<file path="src/rtl/pull_pkg.sv">
// Purpose: shared types and default widths for the pull-path drain logic.
// Latency: n/a (declarations only).
// Backpressure: n/a (declarations only).
package pull_pkg;

  localparam int PULL_LEN_WIDTH  = 5;
  localparam int PULL_DATA_WIDTH = 32;

  // Drain FSM: IDLE waits for a request descriptor, BURST pops its beats.
  typedef enum logic {
    IDLE  = 1'b0,
    BURST = 1'b1
  } pull_rd_state_e;

endpackage

</file>
<file path="src/rtl/pull_out_reg.sv">
// Purpose: single-entry valid/ready output register carrying data + sop + eop.
// Latency: one cycle from load to out_valid.
// Backpressure: contents held while out_valid & !out_ready; can_load reports a free slot.
//
// Ports:
//   clk, rst_n            clock and async active-low reset
//   load                  capture in_* this cycle (only when can_load)
//   can_load              register empty or being drained this cycle
//   in_data/in_sop/in_eop beat to capture
//   out_valid/out_data/out_sop/out_eop/out_ready  downstream stream
module pull_out_reg
  import pull_pkg::*;
#(
  parameter int DATA_WIDTH = PULL_DATA_WIDTH
) (
  input  logic                  clk,
  input  logic                  rst_n,
  input  logic                  load,
  output logic                  can_load,
  input  logic [DATA_WIDTH-1:0] in_data,
  input  logic                  in_sop,
  input  logic                  in_eop,
  output logic                  out_valid,
  output logic [DATA_WIDTH-1:0] out_data,
  output logic                  out_sop,
  output logic                  out_eop,
  input  logic                  out_ready
);

  // A full register frees up in the same cycle its beat is accepted, so the
  // producer can refill it back-to-back (no bubble, but a comb path from ready).
  assign can_load = !out_valid || out_ready;

  always_ff @(posedge clk or negedge rst_n) begin
    if (!rst_n) begin
      out_valid <= 1'b0;
      out_data  <= '0;
      out_sop   <= 1'b0;
      out_eop   <= 1'b0;
    end else if (load) begin
      out_valid <= 1'b1;
      out_data  <= in_data;
      out_sop   <= in_sop;
      out_eop   <= in_eop;
    end else if (out_ready) begin
      // Payload is left as-is; only the valid flag drops after acceptance.
      out_valid <= 1'b0;
    end
  end

endmodule

</file>
<file path="src/rtl/pull_burst_reader.sv">
// Purpose: pops a length descriptor, then pops exactly that many data beats and re-emits them framed with sop/eop.
// Latency: data pop at cycle t appears on out_* at t+1; one IDLE cycle between bursts.
// Backpressure: registered output stage; dequeue_w is gated combinationally by out_ready, data FIFO stalls wait indefinitely.
//
// Ports:
//   deq_val/deq_len/deq_req           request queue head (show-ahead) and pop
//   data_valid_r/rdata_r/dequeue_w    data FIFO head (show-ahead) and pop
//   out_valid/out_data/out_sop/out_eop/out_ready  framed output stream
//   busy, len_zero_err, burst_cnt     status: activity, dropped zero-length request, completed bursts
module pull_burst_reader
  import pull_pkg::*;
#(
  parameter int DATA_WIDTH = PULL_DATA_WIDTH,
  parameter int LEN_WIDTH  = PULL_LEN_WIDTH,
  parameter int CNT_WIDTH  = 16
) (
  input  logic                  clk,
  input  logic                  rst_n,
  input  logic                  deq_val,
  input  logic [LEN_WIDTH-1:0]  deq_len,
  output logic                  deq_req,
  input  logic                  data_valid_r,
  input  logic [DATA_WIDTH-1:0] rdata_r,
  output logic                  dequeue_w,
  output logic                  out_valid,
  output logic [DATA_WIDTH-1:0] out_data,
  output logic                  out_sop,
  output logic                  out_eop,
  input  logic                  out_ready,
  output logic                  busy,
  output logic                  len_zero_err,
  output logic [CNT_WIDTH-1:0]  burst_cnt
);

  pull_rd_state_e       state_q, state_d;
  logic [LEN_WIDTH-1:0] remaining_q;
  logic                 first_q;
  logic                 len_zero_err_q;
  logic [CNT_WIDTH-1:0] burst_cnt_q;
  logic                 can_load;
  logic                 last_beat;

  assign last_beat = (remaining_q == LEN_WIDTH'(1));

  always_comb begin
    state_d   = state_q;
    deq_req   = 1'b0;
    dequeue_w = 1'b0;
    case (state_q)
      IDLE: begin
        if (deq_val) begin
          deq_req = 1'b1;
          // A zero-length descriptor is consumed but never opens a burst.
          if (deq_len != '0) begin
            state_d = BURST;
          end
        end
      end
      BURST: begin
        if (data_valid_r && can_load) begin
          dequeue_w = 1'b1;
          if (last_beat) begin
            state_d = IDLE;
          end
        end
      end
      default: state_d = IDLE;
    endcase
  end

  always_ff @(posedge clk or negedge rst_n) begin
    if (!rst_n) begin
      state_q        <= IDLE;
      remaining_q    <= '0;
      first_q        <= 1'b0;
      len_zero_err_q <= 1'b0;
      burst_cnt_q    <= '0;
    end else begin
      state_q        <= state_d;
      len_zero_err_q <= 1'b0;
      if (deq_req) begin
        remaining_q    <= deq_len;
        first_q        <= (deq_len != '0);
        len_zero_err_q <= (deq_len == '0);
      end else if (dequeue_w) begin
        remaining_q <= remaining_q - LEN_WIDTH'(1);
        first_q     <= 1'b0;
      end
      if (out_valid && out_ready && out_eop) begin
        burst_cnt_q <= burst_cnt_q + CNT_WIDTH'(1);
      end
    end
  end

  pull_out_reg #(
    .DATA_WIDTH(DATA_WIDTH)
  ) u_out_reg (
    .clk      (clk),
    .rst_n    (rst_n),
    .load     (dequeue_w),
    .can_load (can_load),
    .in_data  (rdata_r),
    .in_sop   (first_q),
    .in_eop   (last_beat),
    .out_valid(out_valid),
    .out_data (out_data),
    .out_sop  (out_sop),
    .out_eop  (out_eop),
    .out_ready(out_ready)
  );

  assign busy         = (state_q != IDLE) || out_valid;
  assign len_zero_err = len_zero_err_q;
  assign burst_cnt    = burst_cnt_q;

endmodule

</file>
<file path="config.mk">
export PLATFORM = sky130hd
export DESIGN_NAME = pull_burst_reader
export DESIGN_NICKNAME = d
export VERILOG_FILES = /design/src/rtl/pull_pkg.sv /design/src/rtl/pull_out_reg.sv /design/src/rtl/pull_burst_reader.sv
export SDC_FILE = /design/constraint.sdc
export NUM_CORES = 1
export LEC_CHECK = 0
export ABC_AREA = 1
export CORE_ASPECT_RATIO = 1.4
export CORE_MARGIN = 2
export CORE_UTILIZATION = 60
export DETAILED_ROUTE_END_ITERATION = 8
export DONT_BUFFER_PORTS = 1
export PLACE_DENSITY = 0.76
export SLEW_MARGIN = 5
export SYNTH_ARGS = -nofsm -noshare
export SYNTH_HDL_FRONTEND = slang
export SYNTH_SLANG_ARGS = --single-unit
</file>
<file path="constraint.sdc">
create_clock -name clk -period 1.65 [get_ports clk]
set_input_delay 0.33 -clock clk [delete_from_list [all_inputs] [get_ports clk]]
set_output_delay 0.33 -clock clk [all_outputs]
set_load 0.02 [all_outputs]
</file>
======== After elaboration in Yosys (flattened, before gate mapping) ========
Cells that the tools add are included.
storage, ports and cells
  bits of input ports ..................... 42
  register bits after elaboration ......... 59
operators by class
  bitwise logic cells ..................... 1
  reductions and logical operators ........ 10
  add/subtract/negate cells ............... 2
  equality and inequality tests ........... 1
  mux-type cells .......................... 16
operator list
  operator                                           count
  adder 16 x 1 -> 16 bit (second input constant)     1
  two-way mux 1 bit                                  13
  two-way mux 5 bit                                  2
  == test 5 x 1 -> 1 bit (second input constant)     1
  zero test 5 bit                                    1
  nonzero test 5 bit                                 1
  subtractor 5 x 1 -> 5 bit (second input constant)  1
  nonzero test 2 bit                                 2
  logical AND 1 bit                                  3
  logical OR 1 bit                                   2
  case mux 1 bit (2 select lines)                    1
  zero test 1 bit                                    1
  inverter 1 bit                                     1

======== Depth between registers and ports, before layout ========
  depth in word-level cells ............... 7
  depth in mapped cells ................... 8

======== By module ========
Synthesis repeated with hierarchy kept, for this count alone.
second synthesis, totals
  cell total of the unflattened synthesis .. 283
  area total of the unflattened synthesis .. 2643.8 µm²
by module, submodules not included
  module             cells an instance  instances  area an instance (µm²)
  pull_out_reg       148                1          1378.8
  pull_burst_reader  135                1          1265.0

======== Worst setup path after synthesis ========
Ideal clock, no wire load.
  path kind ............................... register -> output
  start point ............................. register u_out_reg.out_valid
  end point ............................... output port dequeue_w
  stages on the path, launching flop included .. 5
  data arrival time ....................... 1056 ps
  setup slack ............................. 264 ps
  path buffers ............................ 1
  cells stage by stage .................... dfrtp_1 -> nand2_1 -> nand3_2 -> inv_2 -> buf_4
between the ends
  cells in the longest elaborated chain, start to end .. 5
RTL lines
  element                   line                     source
  start: declaration        pull_out_reg.sv:23       output logic out_valid,
  start signal: assignment  pull_out_reg.sv:36       out_valid <= 1'b0;
  start signal: assignment  pull_out_reg.sv:41       out_valid <= 1'b1;
  start signal: assignment  pull_out_reg.sv:47       out_valid <= 1'b0;
  zero test 1 bit           pull_out_reg.sv:32       assign can_load = !out_valid || out_ready;
  logical OR 1 bit          pull_out_reg.sv:32
  logical AND 1 bit         pull_burst_reader.sv:60  if (data_valid_r && can_load) begin
  two-way mux 1 bit         pull_burst_reader.sv:60
  two-way mux 1 bit         pull_burst_reader.sv:49  case (state_q)
  end: declaration          pull_burst_reader.sv:24  output logic dequeue_w,
No other way between the ends.

======== Worst setup path in the final report ========
Same ends and word-level chain as after synthesis.

==> flow_summary.ini <==
[setup_path]
crit_path_start_kind = register
worstSetupEndpointType = output pin
crit_arrival_ns = 1.19
reg2reg_depth = 6
required_ns = 1.32
worstSetupPathType = reg2out
critPathMaxFanout = 7

[routing]
avgViaCountPerCell = 5.14
ant_nets = 0
drt_wl_total_mm = 4.89
drcViolationCount = 0
first_pass_iters = 4
drt-initial-drc-count = 102
post_drt_wl_per_cell_um = 13.7
num_vias = 1830

[layout]
diodes = 0
layout_common_cells = nand2_1, dfrtp_1, nor2_1
final_common_cell = nand2_1
nFillCells = 333
drive_gt1_frac = 0.0965
stdcell_area_sq_um = 2840
fin_cells = 356
final_net_count = 353
area_delta_synth_final_pct = 10.4

[yosys]
syn_area_per_cell_sq_um = 8.67
yosys_warnings = 0
netlist_instances = 296
syn_area_sq_um = 2570
post_synth_main_area_contributors = dfrtp_1, nand2_1, nor2_1
synth_top_cell_by_area = dfrtp_1
ys_types = 23
synth-seq-cells = 59
syn_nets = 341
seq_area_frac_synth = 0.575
synth_top_area_share = 0.575

[sta]
tns_ns = 0
setup_ws_ns = 0.129
drv_slew = 0
clock_skew_ns = 0.00658
period_share = 0.922
setup_viol = 0
rsz0062_at_grt = false
relSlewSlack = 0.763
max_freq_ghz = 0.657
whs_ns = -0.292
finalCriticalPeriod_ns = 1.52
hold_violations = 59
worst_pin_slew_ns = 0.355

[place]
gp_congestion = 0.838
post_dp_cell_area_sq_um = 2640
dp_hpwl_mm = 3.60
dp_slack_ns = 0.218
port_buffers = 0
dp_cells = 342

[power_and_ir_drop]
p_per_area_nw_per_um2 = 1780
power_frac_comb = 0.184
pwr-share-clk = 0.254
switchingPower_mw = 1.94
p_int_mw = 3.12
leakage_nw = 1.50
p_sw_frac = 0.384
peakVddDrop_mv = 1.23
pwr-share-seq = 0.562
power.total_mw = 5.06

[global_routing]
globalRouteMet3Util = 0.0955
overflow = 0
grt_max_degree = 60
grt_usage = 0.217
grt-busiest-layer = met2
antenna_found_initial = 0
grt_pass1_vias = 1793
grt_pass1_wl_mm = 7.75
use_met1 = 0.239
grt_use_met2 = 0.363

[clock_network]
insertion_delay_ns = 0.31
tritoncts = yes
clk_pin_slew_ns = 0.06
numCtsBuffers = 9
cts_resized = 0
postCtsSetupRepairBufs = 0
htreeDepth = 3
clkSinkCount = 59
cts_max_path_buffers = 2
cts-root-buf = clkbuf_8

[status]
failed_checks = negative hold slack
status = complete, but fails checks

[flow_run]
maxCapViolCount = 0

[floorplanning]
core_area_sq_um = 4170
dieArea_sq_um = 4830
dieHeight_um = 81.4
rows = 28
die_w_um = 59.3
initial_utilization = 0.616
io_pins = 97

[worst_hold_path]
hold_path.class = in2async
## flip-flops by register name, summed over array words and instances, names as in the netlist
register and count:
remaining_q 5, u_out_reg.out_data 32, u_out_reg.out_valid 1, state_q 1
len_zero_err 1, burst_cnt 16, first_q 1, u_out_reg.out_eop 1
u_out_reg.out_sop 1
## cell families (layout without fill, tap and decap cells)
group	Yosys count	count (layout)	synth area share
DFF	59	59	0.575
buffers and inverters	24	39	0.0439
AOI/OAI and AO/OA	7	7	0.0166
xor gates and xnor gates	14	14	0.0478
and+or+nand+nor	189	189	0.302
adders and majority gates	3	3	0.0146
## power by group through the flow
stage	clock network, mW	logic (mW)	registers (mW)
global route	1.39	1.11	2.91
global placement	0	0.914	2.86
floorplan	0	0.778	2.77
detailed placement	0	0.945	2.86
finish	1.28	0.930	2.84
CTS	1.33	0.944	2.85
## layout make-up
| class | count | area (sq um) | area share |
|---|---|---|---|
| Clock inverter | 2 | 35.0 | 0.0124 |
| Inverter | 17 | 63.8 | 0.0225 |
| Tap cell | 45 | 56.3 | 0.0199 |
| Sequential cell | 59 | 1480 | 0.521 |
| Multi-Input combinational cell | 213 | 978 | 0.345 |
| Timing Repair Buffer | 8 | 60.1 | 0.0212 |
| Clock buffer | 12 | 165 | 0.0583 |
## stage by stage
step	util	hold WS, ns
2_1_floorplan	-	0.0344
4_1_cts	0.680	-0.313
3_5_place_dp	0.632	0.0355
6_report	0.680	-0.292
3_3_place_gp	0.632	0.0355
5_1_grt	0.680	-0.322
## Yosys cell counts
cell type  count
buf_4          4
buf_6          1
clkbuf_1       2
dfrtp_1       59
ha_1           3
inv_1         16
inv_2          1
nand2_1      150
nand2_2        1
nand3_1        8
nand3_2        1
nand3_4        1
nand3b_1       2
nand4_1        2
nor2_1        19
nor2_2         1
nor2_4         2
nor3_1         1
o211ai_1       3
o21ai_0        4
or2_2          1
xnor2_1        7
xor2_1         7
## worst paths after layout
| path | end | slack (ns) | start |
|---|---|---|---|
| hold reg to reg | remaining_q[4] | 0.52 | remaining_q[4] |
| max in group asynchronous | remaining_q[1] | 1.84 | rst_n |
| setup / recovery | dequeue_w | 0.13 | u_out_reg.out_valid |
| setup reg to reg | burst_cnt[8] | 0.22 | burst_cnt[0] |
| hold / removal | burst_cnt[0] | -0.29 | rst_n |
| min in group clk | u_out_reg.out_data[17] | 0.12 | rdata_r[17] |
## layer usage
| metal | wire length, um | vias to the layer above | part of all wire |
|---|---|---|---|
| li1 | - | 926 | - |
| met1 | 1960 | 824 | 0.40 |
| met2 | 2510 | 71 | 0.51 |
| met5 | 0 | - | 0 |
| met4 | 59 | 0 | 0.012 |
| met3 | 370 | 9 | 0.076 |
## critical path: stages, from the launching register on
cell     delay [ns]
dfrtp_1        0.44
nand2_1        0.15
nand3_2        0.10
inv_2          0.18
(Power assumes the default switching activity.)
